`src/rtl/multicycle_control_unit.sv`:
```
// Purpose : multicycle FETCH/DECODE/EXEC/MEM/WB sequencer for an RV32I subset, with a
//           memory req/ready handshake and timeout, a sticky trap state and a retire counter.
// Latency : strobes combinational from state/IR/zero/mem_ready; state and counters registered.
//           With zero-wait memory: R/I/SW 4 cycles, LW 5, branch/JAL 3.
// Backpressure: FETCH and MEM hold mem_req (and the read/write strobe) until mem_ready.
//           After MEM_TIMEOUT cycles without mem_ready the unit traps (0 disables the timeout).
//
// Ports:
//   clk, rst_n      clock (rising edge), asynchronous active-low reset
//   instruction     IR contents, stable from DECODE until the next FETCH
//   zero            ALU zero flag, only looked at in EXEC
//   mem_ready       memory completes the pending request this cycle
//   mem_req         memory request valid (FETCH, MEM)
//   ir_write        load IR from memory data
//   pcwrite, pcsrc  PC update enable; select 0: PC+4, 1: branch/jump target
//   aluop, alusrc   ALU operation; operand B select 0: rs2, 1: immediate
//   memtoread       memory read strobe
//   memwrite        memory write strobe
//   memtoreg        writeback source 1: memory, 0: ALU/link
//   regwrite        register file write enable
//   state           FETCH=0 DECODE=1 EXEC=2 MEM=3 WB=4 TRAP=5
//   illegal         high while trapped (the trap is only left through reset)
//   instret         retired-instruction count, wraps

module multicycle_control_unit #(
    parameter int ALUOP_W     = 4,
    parameter int MEM_TIMEOUT = 15,
    parameter int CNT_W       = 32
) (
    input  logic               clk,
    input  logic               rst_n,
    input  logic [31:0]        instruction,
    input  logic               zero,
    input  logic               mem_ready,
    output logic               mem_req,
    output logic               ir_write,
    output logic               pcwrite,
    output logic               pcsrc,
    output logic [ALUOP_W-1:0] aluop,
    output logic               alusrc,
    output logic               memtoread,
    output logic               memwrite,
    output logic               memtoreg,
    output logic               regwrite,
    output logic [2:0]         state,
    output logic               illegal,
    output logic [CNT_W-1:0]   instret
);

    typedef enum logic [2:0] {
        ST_FETCH  = 3'd0,
        ST_DECODE = 3'd1,
        ST_EXEC   = 3'd2,
        ST_MEM    = 3'd3,
        ST_WB     = 3'd4,
        ST_TRAP   = 3'd5
    } state_t;

    localparam logic [ALUOP_W-1:0] ALU_ADD = ALUOP_W'(0);
    localparam logic [ALUOP_W-1:0] ALU_SUB = ALUOP_W'(1);
    localparam logic [ALUOP_W-1:0] ALU_AND = ALUOP_W'(2);
    localparam logic [ALUOP_W-1:0] ALU_OR  = ALUOP_W'(3);
    localparam logic [ALUOP_W-1:0] ALU_XOR = ALUOP_W'(4);
    localparam logic [ALUOP_W-1:0] ALU_SLL = ALUOP_W'(5);
    localparam logic [ALUOP_W-1:0] ALU_SRL = ALUOP_W'(6);
    localparam logic [ALUOP_W-1:0] ALU_SRA = ALUOP_W'(7);
    localparam logic [ALUOP_W-1:0] ALU_SLT = ALUOP_W'(8);

    localparam logic [6:0] OP_R    = 7'b0110011;
    localparam logic [6:0] OP_I    = 7'b0010011;
    localparam logic [6:0] OP_LW   = 7'b0000011;
    localparam logic [6:0] OP_SW   = 7'b0100011;
    localparam logic [6:0] OP_BR   = 7'b1100011;
    localparam logic [6:0] OP_JAL  = 7'b1101111;

    // Wait counter must be able to hold MEM_TIMEOUT itself.
    localparam int WAIT_W = (MEM_TIMEOUT < 2) ? 1 : $clog2(MEM_TIMEOUT + 1);
    localparam logic [WAIT_W-1:0] TIMEOUT_V = WAIT_W'(MEM_TIMEOUT);

    state_t             state_q, state_d;
    logic [WAIT_W-1:0]  wait_q, wait_d;
    logic [CNT_W-1:0]   instret_q;

    // ------------------------------------------------------------------
    // Instruction decode (IR is stable from DECODE onward)
    // ------------------------------------------------------------------
    logic [6:0] opcode;
    logic [2:0] funct3;
    logic [6:0] funct7;
    logic       is_r, is_i, is_lw, is_sw, is_br, is_jal, legal;

    assign opcode = instruction[6:0];
    assign funct3 = instruction[14:12];
    assign funct7 = instruction[31:25];

    // Register/immediate fields are consumed by the datapath, not here.
    logic unused_fields;
    assign unused_fields = ^{instruction[24:15], instruction[11:7]};

    always_comb begin
        is_r   = 1'b0;
        is_i   = 1'b0;
        is_lw  = 1'b0;
        is_sw  = 1'b0;
        is_br  = 1'b0;
        is_jal = 1'b0;
        case (opcode)
            OP_R:   is_r   = (funct7 == 7'b0000000) || (funct7 == 7'b0100000);
            OP_I:   is_i   = 1'b1;
            OP_LW:  is_lw  = (funct3 == 3'b010);
            OP_SW:  is_sw  = (funct3 == 3'b010);
            OP_BR:  is_br  = (funct3 == 3'b000) || (funct3 == 3'b001);
            OP_JAL: is_jal = 1'b1;
            default: ;
        endcase
    end

    assign legal = is_r | is_i | is_lw | is_sw | is_br | is_jal;

    // funct3 -> ALU op. instruction[30] selects SUB (R-type only, since on
    // ADDI it is an immediate bit) and SRA/SRAI. The ALU has no unsigned
    // compare, so SLTU/SLTIU share the SLT encoding.
    function automatic logic [ALUOP_W-1:0] alu_decode(input logic [2:0] f3,
                                                      input logic       alt,
                                                      input logic       allow_sub);
        logic [ALUOP_W-1:0] op;
        op = ALU_ADD;
        case (f3)
            3'b000: op = (alt && allow_sub) ? ALU_SUB : ALU_ADD;
            3'b001: op = ALU_SLL;
            3'b010: op = ALU_SLT;
            3'b011: op = ALU_SLT;
            3'b100: op = ALU_XOR;
            3'b101: op = alt ? ALU_SRA : ALU_SRL;
            3'b110: op = ALU_OR;
            3'b111: op = ALU_AND;
            default: op = ALU_ADD;
        endcase
        return op;
    endfunction

    // ------------------------------------------------------------------
    // Next state and strobes
    // ------------------------------------------------------------------
    logic               mem_req_c, ir_write_c, pcwrite_c, pcsrc_c, alusrc_c;
    logic               memtoread_c, memwrite_c, memtoreg_c, regwrite_c;
    logic [ALUOP_W-1:0] aluop_c;
    logic               timed_out, br_taken;

    // Trap once the counter has reached the limit and memory still is not ready.
    assign timed_out = (MEM_TIMEOUT != 0) && (wait_q == TIMEOUT_V) && !mem_ready;
    // funct3[0]=0: BEQ, 1: BNE
    assign br_taken  = funct3[0] ? !zero : zero;

    always_comb begin
        state_d     = state_q;
        mem_req_c   = 1'b0;
        ir_write_c  = 1'b0;
        pcwrite_c   = 1'b0;
        pcsrc_c     = 1'b0;
        alusrc_c    = 1'b0;
        memtoread_c = 1'b0;
        memwrite_c  = 1'b0;
        memtoreg_c  = 1'b0;
        regwrite_c  = 1'b0;
        aluop_c     = ALU_ADD;

        case (state_q)
            ST_FETCH: begin
                mem_req_c   = 1'b1;
                memtoread_c = 1'b1;
                if (mem_ready) begin
                    ir_write_c = 1'b1;
                    pcwrite_c  = 1'b1;
                    state_d    = ST_DECODE;
                end else if (timed_out) begin
                    state_d = ST_TRAP;
                end
            end

            ST_DECODE: begin
                state_d = legal ? ST_EXEC : ST_TRAP;
            end

            ST_EXEC: begin
                if (is_r) begin
                    aluop_c = alu_decode(funct3, instruction[30], 1'b1);
                    state_d = ST_WB;
                end else if (is_i) begin
                    alusrc_c = 1'b1;
                    aluop_c  = alu_decode(funct3, instruction[30], 1'b0);
                    state_d  = ST_WB;
                end else if (is_lw || is_sw) begin
                    alusrc_c = 1'b1;
                    state_d  = ST_MEM;
                end else if (is_br) begin
                    aluop_c = ALU_SUB;
                    if (br_taken) begin
                        pcwrite_c = 1'b1;
                        pcsrc_c   = 1'b1;
                    end
                    state_d = ST_FETCH;
                end else begin
                    // JAL: link (PC+4) written through the ALU/link path
                    pcwrite_c  = 1'b1;
                    pcsrc_c    = 1'b1;
                    regwrite_c = 1'b1;
                    state_d    = ST_FETCH;
                end
            end

            ST_MEM: begin
                mem_req_c   = 1'b1;
                memtoread_c = is_lw;
                memwrite_c  = is_sw;
                if (mem_ready) begin
                    state_d = is_lw ? ST_WB : ST_FETCH;
                end else if (timed_out) begin
                    state_d = ST_TRAP;
                end
            end

            ST_WB: begin
                regwrite_c = 1'b1;
                memtoreg_c = is_lw;
                state_d    = ST_FETCH;
            end

            ST_TRAP: begin
                state_d = ST_TRAP;
            end

            default: begin
                state_d = ST_TRAP;
            end
        endcase
    end

    // Wait counter: restarts on any state change and whenever memory answers;
    // saturates so an untimed (MEM_TIMEOUT=0) wait never wraps into a match.
    always_comb begin
        wait_d = wait_q;
        if (state_d != state_q) begin
            wait_d = '0;
        end else if (mem_req_c) begin
            if (mem_ready)
                wait_d = '0;
            else if (wait_q != {WAIT_W{1'b1}})
                wait_d = wait_q + WAIT_W'(1);
        end
    end

    // ------------------------------------------------------------------
    // Registers
    // ------------------------------------------------------------------
    always_ff @(posedge clk or negedge rst_n) begin
        if (!rst_n) begin
            state_q   <= ST_FETCH;
            wait_q    <= '0;
            instret_q <= '0;
        end else begin
            state_q <= state_d;
            wait_q  <= wait_d;
            // Only EXEC (branch/JAL), MEM (SW) and WB ever return to FETCH.
            if (state_d == ST_FETCH && state_q != ST_FETCH)
                instret_q <= instret_q + CNT_W'(1);
        end
    end

    // ------------------------------------------------------------------
    // Outputs: strobes forced low while reset is asserted so an access in
    // flight is dropped immediately rather than on the next edge.
    // ------------------------------------------------------------------
    assign mem_req   = rst_n & mem_req_c;
    assign ir_write  = rst_n & ir_write_c;
    assign pcwrite   = rst_n & pcwrite_c;
    assign pcsrc     = rst_n & pcsrc_c;
    assign alusrc    = rst_n & alusrc_c;
    assign memtoread = rst_n & memtoread_c;
    assign memwrite  = rst_n & memwrite_c;
    assign memtoreg  = rst_n & memtoreg_c;
    assign regwrite  = rst_n & regwrite_c;
    assign aluop     = rst_n ? aluop_c : ALU_ADD;
    assign state     = state_q;
    assign illegal   = (state_q == ST_TRAP);
    assign instret   = instret_q;

endmodule
```
`config.mk`:
```
export PLATFORM = sky130hd
export DESIGN_NAME = multicycle_control_unit
export DESIGN_NICKNAME = d
export VERILOG_FILES = /design/src/rtl/multicycle_control_unit.sv
export SDC_FILE = /design/constraint.sdc
export NUM_CORES = 1
export LEC_CHECK = 0
export ABC_AREA = 1
export CAP_MARGIN = 20
export CORE_MARGIN = 4
export CORE_UTILIZATION = 52
export DETAILED_ROUTE_END_ITERATION = 8
export MAX_ROUTING_LAYER = met4
export PLACE_DENSITY = 0.87
export SYNTH_ARGS = -nofsm -noshare
export SYNTH_HDL_FRONTEND = slang
export SYNTH_SLANG_ARGS = --single-unit
export TNS_END_PERCENT = 10
```
`constraint.sdc`:
```
create_clock -name clk -period 3.4 [get_ports clk]
set_clock_uncertainty 0.15 [all_clocks]
set_input_delay 0.68 -clock clk [delete_from_list [all_inputs] [get_ports clk]]
set_output_delay 0.68 -clock clk [all_outputs]
set_load 0.05 [all_outputs]
```
# == Word-level counts from Yosys, hierarchy flattened ==
# Index checks and enable logic that the tools add are counted.
# totals
reg_bits,39
output_inout_bits,49
word_cells,110
# op_classes
addsub,2
n_eq_ne,22
muxes,52
bitwise_logic,14
reduce_logical,17
# ops
cell,n
$pmux W4 S7,2
$add A32 B1 Y32 const B,1
$mux W4,8
$mux W1,30
$eq A7 B6 Y1 const B,3
$mux W3,7
$eq A3 B3 Y1 const B,6
$pmux W3 S5,1
$eq A7 B7 Y1 const B,2
$eq A3 B2 Y1 const B,4
$and A1 B1 Y1,9
$logic_not A3 Y1,3
$eq A7 B2 Y1 const B,1
$eq A7 B5 Y1 const B,1
$logic_not A7 Y1,1
$eq A3 B1 Y1 const B,2
$pmux W1 S2,3
$reduce_bool A3 Y1,2
$or A1 B1 Y1,5
$add A4 B1 Y4 const B,1
$eq A4 B4 Y1 const B,1
$ne A4 B4 Y1 const B,1
$reduce_or A2 Y1,2
$logic_or A1 B1 Y1,3
6 further kinds,8

# == Longest topological paths before layout ==
# Gate-level depths: netlist of run 1.
# logic_depth
word_depth,13
depth_mapped,14
depth_no_buf,13

# == Worst setup path before layout of run 1 ==
# Ideal clock, no wire load.
# synth_timing
path_type,in2out
from,in instruction[3]
to,out aluop[2]
t_arrival_ps,3612
path_slack_ps,-1042
cell_stages,7
n_path_buf,0
path_cell_list,nor2_1 > nand2_1 > nor2_1 > nand2_1 > nand2_2 > inv_1 > a2111oi_0
# synth_between
elab_chain_cells,6
elab_cells_between_ends,8
classes_between,eq/ne: 2; mux: 6
# synth_rtl
item,line_no,text
start: declaration,32,"input logic [31:0] instruction,"
$eq A7 B5 Y1,107,case (opcode)
$mux W1,107,
$mux W4,189,end else if (is_i) begin
$mux W4 (*),186,if (is_r) begin
$mux W4 (*),168,case (state_q)
$mux W4 (*),283,assign aluop = rst_n ? aluop_c : ALU_ADD;
end: declaration,39,"output logic [ALUOP_W-1:0] aluop,"
# Every way passes the cells marked *; elsewhere a longest branch is shown, timed or not.

# == Worst setup path after layout of run 1 ==
# layout_timing
from,in instruction[1]
to,out aluop[2]
# Same word-level chain as after synthesis.

==> results of run 1 <==
==> state kept, by name, summed over array words and instances, names as in the netlist <==
name and cells:
state 3, instret 32, wait_q 4
==> worst register-to-register path, delay by kind of cell, from the launching register on <==
| kind | cells | cell delay, ns |
|---|---|---|
| buffers and inverters | 3 | 0.49 |
| AO/OA/AOI/OAI | 1 | 0.21 |
| AND/OR/NAND/NOR | 6 | 0.75 |
| adder cells (fa/ha/maj) | 1 | 0.22 |
| flip-flops | 1 | 0.42 |
==> logic make-up after synthesis <==
| family | after synthesis |
|---|---|
| AOI/OAI and AO/OA | 18 |
| xor gates and xnor gates | 31 |
| adders and majority gates | 2 |
| buffers and inverters | 47 |
| DFF | 39 |
| and+or+nand+nor | 275 |
==> power groups by stage <==
| stage | logic [uW] | clock network, uW | registers, uW |
|---|---|---|---|
| final | 890 | 337 | 588 |
| after global placement | 873 | 0 | 593 |
| after CTS | 892 | 342 | 587 |
| after detailed placement | 890 | 0 | 596 |
| after floorplan | 538 | 0 | 711 |
| after global routing | 961 | 364 | 595 |
==> final cells by class <==
class	count	area [sq um]
Timing Repair Buffer	77	876
Sequential cell	39	976
Multi-Input combinational cell	326	1660
Clock inverter	1	8.76
Clock buffer	7	86.3
Inverter	37	139
Fill cell	426	1370
Tap cell	70	87.6
==> per-layer routing <==
metal / vias up / track usage (%) / wire length [um]
li1: 1492 / - / -
met1: 1436 / 36.2 / 3700
met2: 123 / 42.6 / 3790
met3: 12 / 4.88 / 619
met4: 0 / 7.31 / 99
met5: - / - / 0
==> cells in the final DEF (no fill, tap or decap), types with 2 or more instances in the layout <==
| cell | Yosys | routed |
|---|---|---|
| nand2_1 | 130 | 130 |
| clkdlybuf4s50_1 | 0 | 55 |
| nand3_1 | 46 | 46 |
| nor2_1 | 40 | 40 |
| dfrtp_1 | 39 | 39 |
| inv_1 | 28 | 28 |
| nor3_1 | 26 | 26 |
| xor2_1 | 20 | 20 |
| buf_12 | 0 | 13 |
| nand4_1 | 11 | 11 |
| xnor2_1 | 11 | 11 |
| nand2_2 | 9 | 9 |
| inv_2 | 8 | 8 |
| buf_4 | 2 | 8 |
| clkbuf_8 | 0 | 6 |
| a21oi_1 | 5 | 5 |
| nor4_1 | 3 | 3 |
| nor2_2 | 2 | 2 |
| nor2_4 | 2 | 2 |
| o21ai_0 | 2 | 2 |
| o41ai_1 | 2 | 2 |
| ha_1 | 2 | 2 |
==> worst paths after layout <==
path / to / slack, ns / cells after the start
setup / recovery: aluop[2] / 0.22 / 10
hold / removal: wait_q[3]$_DFFE_PN0P_ / 0.30 / 2
setup reg to reg: instret[31]$_DFFE_PN0P_ / 1.10 / 11
hold reg to reg: wait_q[1]$_DFFE_PN0P_ / 0.38 / 1
max in group asynchronous: instret[24]$_DFFE_PN0P_ / 2.45 / 2
min in group clk: wait_q[1]$_DFFE_PN0P_ / 0.38 / 1
==> per-stage QoR <==
| step | power, uW | std cells | setup TNS [ns] | hold slack, ns |
|---|---|---|---|---|
| floorplan | 1250 | 412 | -0.359 | 0.234 |
| global placement | 1470 | 549 | 0 | 0.356 |
| detailed placement | 1490 | 549 | 0 | 0.369 |
| CTS | 1820 | 557 | 0 | 0.313 |
| global route | 1920 | 557 | 0 | 0.343 |
| finish | 1820 | 557 | 0 | 0.298 |
==> results.sh, run 1 <==
export IMPL_utilization_pct=73.6
export IMPL_io_pins=85
export IMPL_pwr_share_clk_pct=18.6
export IMPL_ctsHoldBuffers=0
export IMPL_reg2reg_from="wait_q[0]$_DFFE_PN0P_"
export IMPL_crit_top_cell="nand2_1"
export IMPL_synth_top_area_share_pct=34.1
export IMPL_maxSlewHeadroom_pct=65.3
export IMPL_synth_edf_count=0
export IMPL_grt_pass1_wl_um=13900
export IMPL_cellInternalPower_uw=949
export IMPL_grtUsageTotal_pct=27.1
export IMPL_path_cells="clkdlybuf4s50_1 > nand2_1 > inv_2 > nand2_1 > nor2_1 > nand2_1 > nand2_2 > inv_1 > a2111oi_2 > buf_12"
export IMPL_cp_required_ns=2.57
export IMPL_finalMaxSlewViolations=0
export IMPL_coreArea_sq_um=5200
export IMPL_rsz0062_at_grt="false"
export IMPL_ant_nets=0
export IMPL_rows=26
export IMPL_synth_top_family_by_area="simple AND/OR/NAND/NOR gates"
export IMPL_peakVddDrop_v=0.000467
export IMPL_status="complete, no violations"
export IMPL_crit_arrival_ns=2.35
export IMPL_ys_top_cells_by_area="dfrtp_1 34%, nand2_1 17%, nand3_1 8.1%"
export IMPL_p_seq_share_pct=32.4
export IMPL_cts_tree="built"
export IMPL_worst_setup_path_type="input pin to output pin"
export IMPL_path_clk_slew_ns=0.08
export IMPL_dpl_hpwl_um=6380
export IMPL_htreeDepth=2
export IMPL_ys_async_sr_fraction_pct=100
export IMPL_clock_latency_ns=0.30
export IMPL_place_congestion=0.953
export IMPL_ctsResizeCount=0
export IMPL_synthCells=412
export IMPL_nNetsFinal=524
export IMPL_grt_max_degree=40
export IMPL_synth_seq_cells=39
export IMPL_drt_first_iter_violations=210
export IMPL_fp_dieH_um=82.2
export IMPL_grt_overflow_total=0
export IMPL_synth_mux_area_share_pct=0
export IMPL_max_freq_mhz=314
export IMPL_synth_commonest_cells="130 x nand2_1, 46 x nand3_1, 40 x nor2_1, 39 x dfrtp_1, 28 x inv_1"
export IMPL_tightest_slew_ns=0.516
export IMPL_startpoint="instruction[1]"
export IMPL_pwr_share_comb_pct=49.0
export IMPL_syn_area_per_cell_sq_um=6.94
export IMPL_synth_compound_area_share_pct=4.51
export IMPL_slowest_delay_ns=0.46
export IMPL_setup_violations=0
export IMPL_dieArea_sq_um=6750
export IMPL_crit_path_start_kind="input pin"
export IMPL_synth_adder_area_share_pct=0.875
export IMPL_critPathMaxFanout=4
export IMPL_drc=0
export IMPL_numCtsBuffers=5
export IMPL_worst_path_buf_inv=4
export IMPL_die_w_um=82.2
export IMPL_crit_family="buffers and inverters"
export IMPL_grt_pass1_vias=2967
export IMPL_dr_pass1_iters=5
export IMPL_antenna_found_initial=0
export IMPL_place_ws_ns=0.211
export IMPL_num_vias=3063
export IMPL_initial_core_util_pct=54.9
export IMPL_portBuffers=69
export IMPL_hold_violations=0
export IMPL_post_route_period_util_pct=93.5
export IMPL_antenna_cells=0
export IMPL_powerDensity_nw_per_um2=474
export IMPL_detail_route_vias_per_cell=5.50
export IMPL_setup_slack_ns=0.220
export IMPL_yosysMostFrequentCell="nand2_1"
export IMPL_synthSimpleGateAreaFrac_pct=42.9
export IMPL_yosys_most_used_dff="dfrtp_1"
export IMPL_synth_xor_area_share_pct=9.50
export IMPL_dpl_cell_area_sq_um=3740
export IMPL_syn_num_nets=450
export IMPL_root_buffer="clkbuf_8"
export IMPL_power_leakage_uw=0.00181
export IMPL_postLayoutCellArea_sq_um=3830
export IMPL_clkSinkCount=39
export IMPL_clk_path_buf_depth=2
export IMPL_drv_cap=0
export IMPL_yosysSeqAreaShare_pct=34.1
export IMPL_layout_min_cycle_time_ns=3.18
export IMPL_synth_area_sq_um=2860
export IMPL_yosysWarnings=0
export IMPL_drt_total_wl_um=8200
export IMPL_ys_types=37
export IMPL_synth_top_area_cell="dfrtp_1"
export IMPL_syn_to_final_growth_pct=34.0
export IMPL_cp_end_kind="output pin"
export IMPL_drive_above_1_share_pct=11.5
export IMPL_swShare_pct=47.7
export IMPL_cts_setup_buffers=0
export IMPL_wire_per_inst_um=14.7
export IMPL_power_net_switching_uw=867
export IMPL_crit_path_top_delay_cell="clkdlybuf4s50_1"
export IMPL_hold_class="input pin to async pin"
Note: power is estimated with default switching activity, not from simulation.
==> inputs of run 2 (changes only) <==
CORE_ASPECT_RATIO = 0.75   (was not set)
==> results.sh, run 2 (same netlist as run 1, synthesis figures left out) <==
export IMPL_status="complete, no violations"
export IMPL_reg2reg_to="instret[26]$_DFFE_PN0P_"
export IMPL_ctsResizeCount=0
export IMPL_powerDensity_nw_per_um2=465
export IMPL_grtUsageTotal_pct=25.8
export IMPL_critPathMaxFanout=5
export IMPL_total_power_uw=1770
export IMPL_dr_pass1_iters=6
export IMPL_place_congestion=0.995
export IMPL_root_buffer="clkbuf_8"
export IMPL_antenna_cells=0
export IMPL_grt_pass1_wl_um=13500
export IMPL_hold_class="input pin to async pin"
export IMPL_mostFrequentLayoutCell="nand2_1"
export IMPL_rows=23
export IMPL_initial_core_util_pct=53.7
export IMPL_cp_end_kind="output pin"
export IMPL_numCtsBuffers=5
export IMPL_reg2reg_from="instret[0]$_DFFE_PN0P_"
export IMPL_syn_to_final_growth_pct=32.9
export IMPL_dpl_cell_area_sq_um=3730
export IMPL_rsz0062_at_grt="true"
export IMPL_htreeDepth=2
export IMPL_largest_reg_flops=32
export IMPL_drt_total_wl_um=8140
export IMPL_coreArea_sq_um=5320
export IMPL_drc=0
export IMPL_grt_pass1_vias=2726
export IMPL_drive_above_1_share_pct=10.8
export IMPL_clock_latency_ns=0.29
export IMPL_postLayoutCellArea_sq_um=3800
export IMPL_wire_per_inst_um=14.6
export IMPL_r2r_cells=9
export IMPL_clk_path_buf_depth=2
export IMPL_grt_max_degree=40
export IMPL_grt_overflow_total=0
export IMPL_num_vias=3050
export IMPL_die_w_um=93.6
export IMPL_io_pins=85
export IMPL_post_route_period_util_pct=96.7
export IMPL_tightest_slew_ns=0.535
export IMPL_maxSlewHeadroom_pct=64.1
export IMPL_fp_dieH_um=72.2
export IMPL_slowest_delay_ns=0.50
export IMPL_dpl_hpwl_um=6410
export IMPL_cts_setup_buffers=0
export IMPL_hold_violations=0
export IMPL_dieArea_sq_um=6760
export IMPL_finalMaxSlewViolations=0
export IMPL_drt_first_iter_violations=264
export IMPL_clkSinkCount=39
export IMPL_crit_arrival_ns=2.46
export IMPL_cp_required_ns=2.57
export IMPL_power_leakage_uw=0.00179
export IMPL_setup_violations=0
export IMPL_path_cells="clkdlybuf4s50_1 > nor2_1 > nand2_1 > nor2_1 > nand2_1 > nand2_2 > inv_1 > nor4_1 > buf_12"
export IMPL_crit_path_start_kind="input pin"
export IMPL_worst_path_buf_inv=3
export IMPL_reg2reg_setup_slack_ns=1.15
export IMPL_drv_cap=0
export IMPL_ctsHoldBuffers=0
export IMPL_layout_min_cycle_time_ns=3.29
export IMPL_placed_cells=552
export IMPL_worst_setup_path_type="input pin to output pin"
export IMPL_max_freq_mhz=304
export IMPL_antenna_found_initial=0
export IMPL_peakVddDrop_v=0.000502
export IMPL_portBuffers=69
export IMPL_fin_cells=558
export IMPL_path_clk_slew_ns=0.07
export IMPL_nNetsFinal=522
export IMPL_mostFrequentLayoutCells="130 x nand2_1, 55 x clkdlybuf4s50_1, 46 x nand3_1, 40 x nor2_1, 39 x dfrtp_1"
export IMPL_cts_tree="built"
export IMPL_crit_family="simple AND/OR/NAND/NOR gates"
export IMPL_detail_route_vias_per_cell=5.47
export IMPL_ant_nets=0
export IMPL_crit_path_top_delay_cell="clkdlybuf4s50_1"
## run 2: cell count changes in the layout (fill, tap and decap cells not counted), sizes merged
cell	change
buf	-2
clkbuf	-1
clkinv	-1
## run 2: worst max path at each step
stage,startpoint,slack [ns],cells after the start,end
3_5_place_dp,instruction[6],0.11,9,aluop[1]
5_1_grt,instruction[6],-0.05,9,aluop[1]
4_1_cts,instruction[6],0.10,9,aluop[1]
3_3_place_gp,instruction[6],0.19,9,aluop[1]
2_1_floorplan,state[1]$_DFF_PN0_,-0.12,5,pcwrite
6_report,instruction[6],0.11,9,aluop[1]
## run 2: per-layer routing
metal	global-route usage (%)	routed length, um
met5	-	0
met2	36.2	3550
met1	38.8	3900
met4	5.13	51
met3	5.49	635
## run 2: final cells by class
cell class | instances | area [sq um]
multi-input combinational | 326 | 1660
tap | 75 | 93.8
timing repair buffer | 75 | 861
fill | 436 | 1520
sequential | 39 | 976
clock buffer | 6 | 72.6
inverter | 37 | 139
## run 2: where the power goes
| part | total [uW] | switching (uW) | internal (uW) |
|---|---|---|---|
| clock network | 283 | 146 | 137 |
| logic | 898 | 617 | 281 |
| registers | 587 | 75.2 | 512 |
## run 2: metrics by stage
stage	util [%]	setup TNS (ns)	hold slack (ns)	setup slack, ns
floorplan	-	-0.359	0.234	-0.124
global placement	70.0	0	0.352	0.195
detailed placement	70.0	0	0.372	0.112
CTS	71.4	0	0.330	0.105
global route	71.4	-0.104	0.362	-0.0518
finish	71.4	0	0.316	0.111
## run 2: worst reg2reg max path, cell delays in order, from the launching register on
cell and delay (ns):
dfrtp_1 0.46, ha_1 0.29, nand3_1 0.27, inv_1 0.11, nand2_1 0.15, nor2_1 0.23, nand4_1 0.18, xnor2_1 0.16
nand3_1 0.09, nand2_1 0.05
==> inputs of run 3 (changes only) <==
CORE_UTILIZATION = 66   (was 52)
DONT_BUFFER_PORTS = 1   (was not set)
PLACE_DENSITY = 0.82   (was 0.87)
==> results.sh, run 3 (same netlist as run 1, synthesis figures left out) <==
export IMPL_status="complete, no violations"
export IMPL_top_layer="met4"
export IMPL_ant_nets=0
export IMPL_initial_core_util_pct=69.7
export IMPL_clock_latency_ns=0.30
export IMPL_largest_reg_flops=32
export IMPL_dr_wl_met3_um=923
export IMPL_nNetsFinal=476
export IMPL_fin_cells=494
export IMPL_reg2reg_from="state[0]$_DFF_PN0_"
export IMPL_antenna_found_initial=0
export IMPL_cellInternalPower_uw=919
export IMPL_detail_route_vias_per_cell=5.98
export IMPL_cp_end_kind="output pin"
export IMPL_crit_path_start_kind="flip-flop"
export IMPL_peakVddDrop_v=0.000439
export IMPL_grt_max_degree=40
export IMPL_reg2reg_setup_slack_ns=0.82
export IMPL_pwr_share_clk_pct=22.3
export IMPL_wire_per_inst_um=16.1
export IMPL_hold_class="input pin to async pin"
export IMPL_dieArea_sq_um=5460
export IMPL_worst_setup_path_type="flip-flop to output pin"
export IMPL_cp_required_ns=2.57
export IMPL_root_buffer="clkbuf_8"
export IMPL_drv_cap=0
export IMPL_fp_dieH_um=65
export IMPL_pwr_share_comb_pct=44.1
export IMPL_finalMaxSlewViolations=0
export IMPL_coreArea_sq_um=4100
export IMPL_swShare_pct=48.5
export IMPL_placed_cells=485
export IMPL_total_power_uw=1780
export IMPL_antenna_cells=0
export IMPL_num_vias=2956
export IMPL_numCtsBuffers=5
export IMPL_max_freq_mhz=337
export IMPL_maxSlewHeadroom_pct=54.1
export IMPL_grt_overflow_total=0
export IMPL_grt_pass1_wl_um=13400
export IMPL_rsz0062_at_grt="false"
export IMPL_tightest_slew_ns=0.689
export IMPL_critPathMaxFanout=5
export IMPL_setup_violations=0
export IMPL_powerDensity_nw_per_um2=556
export IMPL_power_net_switching_uw=865
export IMPL_grt_pass1_vias=2768
export IMPL_mostFrequentLayoutCell="nand2_1"
export IMPL_syn_to_final_growth_pct=12.2
export IMPL_place_congestion=0.983
export IMPL_clk_path_buf_depth=2
export IMPL_io_pins=85
export IMPL_startpoint="state[2]$_DFF_PN0_"
export IMPL_hold_violations=0
export IMPL_rows=20
export IMPL_crit_arrival_ns=2.14
export IMPL_die_w_um=84
export IMPL_p_seq_share_pct=33.6
export IMPL_power_leakage_uw=0.00163
export IMPL_mostFrequentLayoutCells="130 x nand2_1, 46 x nand3_1, 40 x nor2_1, 39 x dfrtp_1"
export IMPL_grtUsageTotal_pct=31.3
export IMPL_met1_length_um=3530
export IMPL_drc=0
export IMPL_drt_total_wl_um=7930
export IMPL_layout_min_cycle_time_ns=2.97
export IMPL_clkSinkCount=39
export IMPL_dr_pass1_iters=5
export IMPL_cts_tree="built"
export IMPL_dpl_hpwl_um=5990
export IMPL_drt_first_iter_violations=281
export IMPL_r2r_cells=9
export IMPL_post_route_period_util_pct=87.3
export IMPL_portBuffers=0
export IMPL_htreeDepth=2
export IMPL_path_clk_slew_ns=0.09
export IMPL_n_fill_cell=324
export IMPL_wl_met2_um=3410
export IMPL_reg2reg_to="instret[6]$_DFFE_PN0P_"
export IMPL_drive_above_1_share_pct=15.5
run 3: cell count changes in the layout (fill, tap and decap cells not counted), sizes merged:
cell	before	now
clkinv	1	3
bufinv	0	1
buf	20	29
clkdlybuf4s50	55	0
clkbuf	6	5
run 3: how the worst max path moves through the flow:
stage	depth (start not counted)	slack, ns	end
after CTS	6	0.43	aluop[2]
after global routing	6	0.24	aluop[2]
after global placement	6	0.77	aluop[2]
after floorplan	5	-0.12	pcwrite
final	6	0.43	aluop[2]
after detailed placement	12	0.68	instret[12]$_DFFE_PN0P_
run 3: power groups by stage:
stage / Combinational, uW / Clock (uW) / Sequential (uW)
4_1_cts: 783 / 392 / 600
3_3_place_gp: 737 / 0 / 605
6_report: 786 / 398 / 600
2_1_floorplan: 538 / 0 / 711
3_5_place_dp: 768 / 0 / 609
5_1_grt: 856 / 416 / 606
run 3: per-layer routing:
layer  track usage, %  vias up
li1                 -     1393
met1             44.7     1370
met2             46.9      178
met3             6.99       15
met4             4.82        0
met5                -        -
run 3: what timing repair did:
action                                 4_1_cts  5_1_grt
resized for setup                            0        0
hold buffers                                 1        0
buffers inserted                             0        0
endpoints found under the hold margin       39        0
run 3: cell type report:
class	count	area, sq um	area share, %
multi-input combinational	326	1680	52.4
tap	55	68.8	2.15
sequential	39	976	30.4
timing repair buffer	29	230	7.18
clock inverter	3	43.8	1.37
inverter	37	139	4.33
clock buffer	5	68.8	2.15
run 3: worst max-delay path, cell delays in order (launching register included):
cell       delay, ns
dfrtp_1         0.60
inv_2           0.18
nand3_1         0.16
nor2_1          0.23
inv_1           0.13
a2111oi_2       0.29
buf_4           0.25
run 3: per-stage QoR:
| stage | utilization [%] | instance area [sq um] | hold WS, ns | TNS [ns] | setup slack [ns] |
|---|---|---|---|---|---|
| after floorplan | - | 2870 | 0.234 | -0.359 | -0.124 |
| after global placement | 74.9 | 3070 | 0.235 | 0 | 0.767 |
| after detailed placement | 74.9 | 3070 | 0.235 | 0 | 0.677 |
| after CTS | 78.1 | 3210 | 0.0774 | 0 | 0.434 |
| after global routing | 78.1 | 3210 | 0.0727 | 0 | 0.240 |
| final | 78.1 | 3210 | 0.0613 | 0 | 0.431 |
==> variant 1: new RTL, flow settings as in run 2 <==
Make the reset (`rst_n`) synchronous in one clocked block. Comments in the files are not updated.
--- a/src/rtl/multicycle_control_unit.sv
+++ b/src/rtl/multicycle_control_unit.sv
@@ -253,7 +253,7 @@
     // ------------------------------------------------------------------
     // Registers
     // ------------------------------------------------------------------
-    always_ff @(posedge clk or negedge rst_n) begin
+    always_ff @(posedge clk) begin
         if (!rst_n) begin
             state_q   <= ST_FETCH;
             wait_q    <= '0;
Behaviour: differs if rst_n is asserted again (counterexample within 4 cycles, from zero or initial values and one cycle with rst_n low); with rst_n held inactive, the same outputs for 10 cycles.
==> variant 1 against run 2 <==
Via count rose by 5.7%. Sequential share of layout area fell by 4.7 points. Wire length rose by 2.9%. Final area fell by 2.1%. Setup slack improved by 120 ps. Cell count rose by 3.0%. Sequential cell count did not move. Area after synthesis fell by 1.7%. First-iteration DRC count rose by 0.76%.
Power is not compared: it rests on default switching activity, and its combinational part moved more than twofold at a synthesized area within 25%.
==> variant 1: results (changes against run 2) <==
| Metric | Value |
|---|---|
| Global-route wire length before repair | 13800 um (+1.6%) |
| Leakage dissipation | 1.32 nW |
| Worst R2R Setup Slack | 1000 ps (-150 ps) |
| Hold WS | 359 ps (+42.9 ps) |
| Number of CTS-inserted buffers | 5 (unchanged) |
| Final setup margin | 230 ps (+119 ps) |
| Min-delay src | instret[31] |
| Status | finished, final reports clean |
| Initial DRT Pass Iterations | 5 (-1) |
| Worst slack, placed | 83.3 ps (-28.5 ps) |
| Critical path origin | instruction[3] |
| Crit-path slowest cell | clkdlybuf4s50_1 |
| Routed length on met3 | 738 um (+16%) |
| Peak supply drop | 237 uV |
| Post-CTS Setup Inserts | 0 (unchanged) |
| Int Power | 715 uW |
| Hold Path Class | register to register |
| Synthesized area per cell | 6.48 um^2 (-6.6%) |
| Drt total wl | 8380 um (+2.9%) |
| Met1 Wirelength | 4060 um (+4.0%) |
| Non-Filler Instances | 575 (+3.0%) |
| DP HPWL | 6450 um (+0.51%) |
| Largest register FFs | 32 (unchanged) |
| DR WL met2 | 3560 um (+0.28%) |
| Top sig layer | met4 |
| Least-Margin Pin Slew | 615 ps (+79.9 ps) |
| Htree depth | 2 (unchanged) |
| Synth cell types | 33 (-11%) |
| CP Data Arrival Time | 2340 ps (-120 ps) |
| Top post-synthesis cells by count | nand2_1 (98), nor2_1 (55), nand3_1 (54) |
| DP Cell Count | 567 (+2.7%) |
| RePlAce Congestion | 0.967 (-2.8%) |
| Ant diodes | 0 (unchanged) |
| Syn nets | 472 (+4.9%) |
| Ys Warns | 0 (unchanged) |
| Vias in the first global route | 2854 (+4.7%) |
| Reg-to-Reg Start | instret[0] |
| Total Routing Usage GR | 25.8% (about the same) |
| Port bufs | 69 (unchanged) |
| Clk buf depth | 2 (unchanged) |
| 1st-iter DRT viols | 266 (+0.76%) |
| Largest net degree at the start of global routing | 39 (-2.5%) |
| Post-DP Area | 3610 um^2 (-3.0%) |
| Final net count | 540 (+3.4%) |
| Asr flop ratio synth | 0% (-100 points) |
| Top_reg_cell synth | dfxtp_1 |
| CP max stage delay | 440 ps (-60 ps) |
| CP max FO | 4 (-1) |
| Ranking of synthesized cells by area | dfxtp_1 (28%), nand2_1 (13%), nand3_1 (9.6%) |
| Via Count | 3223 (+5.7%) |
| Ratio of cells with drive above 1 in the final layout | 10.3% (-0.43 points) |
| DRC errors left | 0 (unchanged) |
| Register area share after synthesis | 27.8% (-6.4 points) |
variant 1: cell types whose count changed after synthesis, sizes merged, moves of 6 or more:
cell / delta
dfrtp: -39
nor2: +18
inv: -6
dfxtp: +39
a21oi: +32
o21ai: +7
nand3: +8
nand2: -36
variant 1: cell type report:
class	count	area (um^2)
clock buffer	6	72.6
inverter	30	113
fill	442	1350
sequential	39	781
timing repair buffer	76	836
multi-input combinational	350	1810
tap	72	90.1
clock inverter	2	12.5
variant 1: path summary, 6_finish.rpt:
check / end / cells after the start
max reg2reg: instret[30] / 7
max: aluop[1] / 9
min reg2reg: instret[31] / 2
min: instret[31] / 2
variant 1: cells by family after synthesis:
group	synth area share, %
AOI/OAI and AO/OA	11.1
xor gates and xnor gates	10.3
adders and majority gates	0.890
buffers and inverters	8.50
DFF	27.8
and+or+nand+nor	41.4
variant 1: power by group through the flow:
stage / logic (mW) / registers (mW) / clock network (mW)
5_1_grt: 0.353 / 0.486 / 0.329
2_1_floorplan: 0.234 / 0.514 / 0
6_report: 0.327 / 0.484 / 0.309
3_3_place_gp: 0.318 / 0.493 / 0
3_5_place_dp: 0.325 / 0.494 / 0
4_1_cts: 0.326 / 0.483 / 0.312
variant 1: repair_timing:
item | in CTS | in global routing
hold buffers | 0 | 0
gates resized for setup | 0 | 4
setup endpoints to repair | 0 | 3
variant 1: layer usage:
layer  up-vias  track usage, %
li1       1581               -
met1      1466            39.4
met3         4            4.62
met5         -               -
met2       172            36.4
met4         0            2.60
variant 1: critical path: cells and delay by family:
family	cells	cell delay [ps]
buf+inv	2	620
simple gates	5	590
compound gates	2	450
==> variant 2: new RTL, flow settings as in run 2 <==
Made on the original files. Set the parameter `ALUOP_W` to 6 (it was 4).
--- a/src/rtl/multicycle_control_unit.sv
+++ b/src/rtl/multicycle_control_unit.sv
@@ -23,7 +23,7 @@
 //   instret         retired-instruction count, wraps
 
 module multicycle_control_unit #(
-    parameter int ALUOP_W     = 4,
+    parameter int ALUOP_W     = 6,
     parameter int MEM_TIMEOUT = 15,
     parameter int CNT_W       = 32
 ) (
Ports: changed (resized aluop); port bits go from 85 to 87. The function was not compared with the original's and may differ.
==> variant 2 against run 2 <==
Sequential cell count stayed put. Fmax down 0.30%. Final area up 0.53%. Total power grew 1.9%. Count of clock-buffer cells in the layout stayed put. Die area rose by 0.59%. Critical endpoint unchanged. Wire length is 4.0% higher. Setup slack lost 10 ps. Area after synthesis grew 0.66%. Sequential share of layout area down 0.13 points.
==> variant 2: results (changes against run 2) <==
| Metric | Value |
|---|---|
| Status | finished, final reports clean |
| DR WL met2 | 3600 um (+1.4%) |
| Total Routing Usage GR | 27.1% (+1.3 points) |
| Fillers | 476 (+9.2%) |
| Met1 Use GR | 39.2% (+0.42 points) |
| GR Util met2 | 39.2% (+3.0 points) |
| Initial DRT Pass Iterations | 5 (-1) |
| Comb_multi_in | 328 (+0.61%) |
| Reg2Reg Depth | 11 (+2) |
| Ratio of cells with drive above 1 in the final layout | 10.7% (-0.022 points) |
| Clock buf/inv share | 2.29% (+0.38 points) |
| Via Count | 3070 (+0.66%) |
| Least-Margin Pin Slew | 535 ps (+0.0450 ps) |
| Worst R2R End | instret[9] |
| GR Util met3 | 5.60% (+0.10 points) |
| Int Power | 939 uW (+0.96%) |
| Sequential share of power | 32.4% (-0.8 points) |
| 1st-iter DRT viols | 242 (-8.3%) |
| Area delta synth->final | 32.7% |
| Post-Syn Area | 2880 um^2 (+0.66%) |
| Worst R2R Setup Slack | 1070 ps (-80 ps) |
| Post-DP Area | 3720 um^2 (-0.20%) |
| Sw Pwr | 864 uW (+3.0%) |
| DP HPWL | 6610 um (+3.1%) |
| Routed length on met3 | 717 um (+13%) |
| Synth cell types | 38 (+2.7%) |
| Ranking of synthesized cells by area | dfrtp_1 (34%), nand2_1 (17%), nand3_1 (8.0%) |
| Tmin final | 3300 ps (+9.97 ps) |
| Worst slack, placed | 154 ps (+42.2 ps) |
| Peak supply drop | 471 uV (-6.1%) |
| RePlAce Congestion | 0.968 (-2.8%) |
| Vias in the first global route | 2780 (+2.0%) |
| Drt wl/cell | 15.1 um (+3.9%) |
-- variant 2: cell count changes in the layout (fill, tap and decap cells not counted), sizes merged --
| cell | change |
|---|---|
| buf | -2 |
| conb | +2 |
| clkinv | +1 |
-- variant 2: critical path: cells and delay by family --
family                 cells  cell delay, ps
AND/OR/NAND/NOR            6             980
buffers and inverters      3             800
-- variant 2: what timing repair did --
| action | 4_1_cts | 5_1_grt |
|---|---|---|
| setup buffers | 0 | 0 |
| setup endpoints to repair | 0 | 3 |
| gates resized for setup | 0 | 1 |
| hold buffers | 0 | 0 |
-- variant 2: cells by family after synthesis --
logic type / Yosys count / share of synthesized area [%]
AOI/OAI and AO/OA: 18 / 4.48
and+or+nand+nor: 275 / 42.6
buffers and inverters: 49 / 8.56
other: 1 / 0.130
adders and majority gates: 2 / 0.869
DFF: 39 / 33.9
xor gates and xnor gates: 31 / 9.43
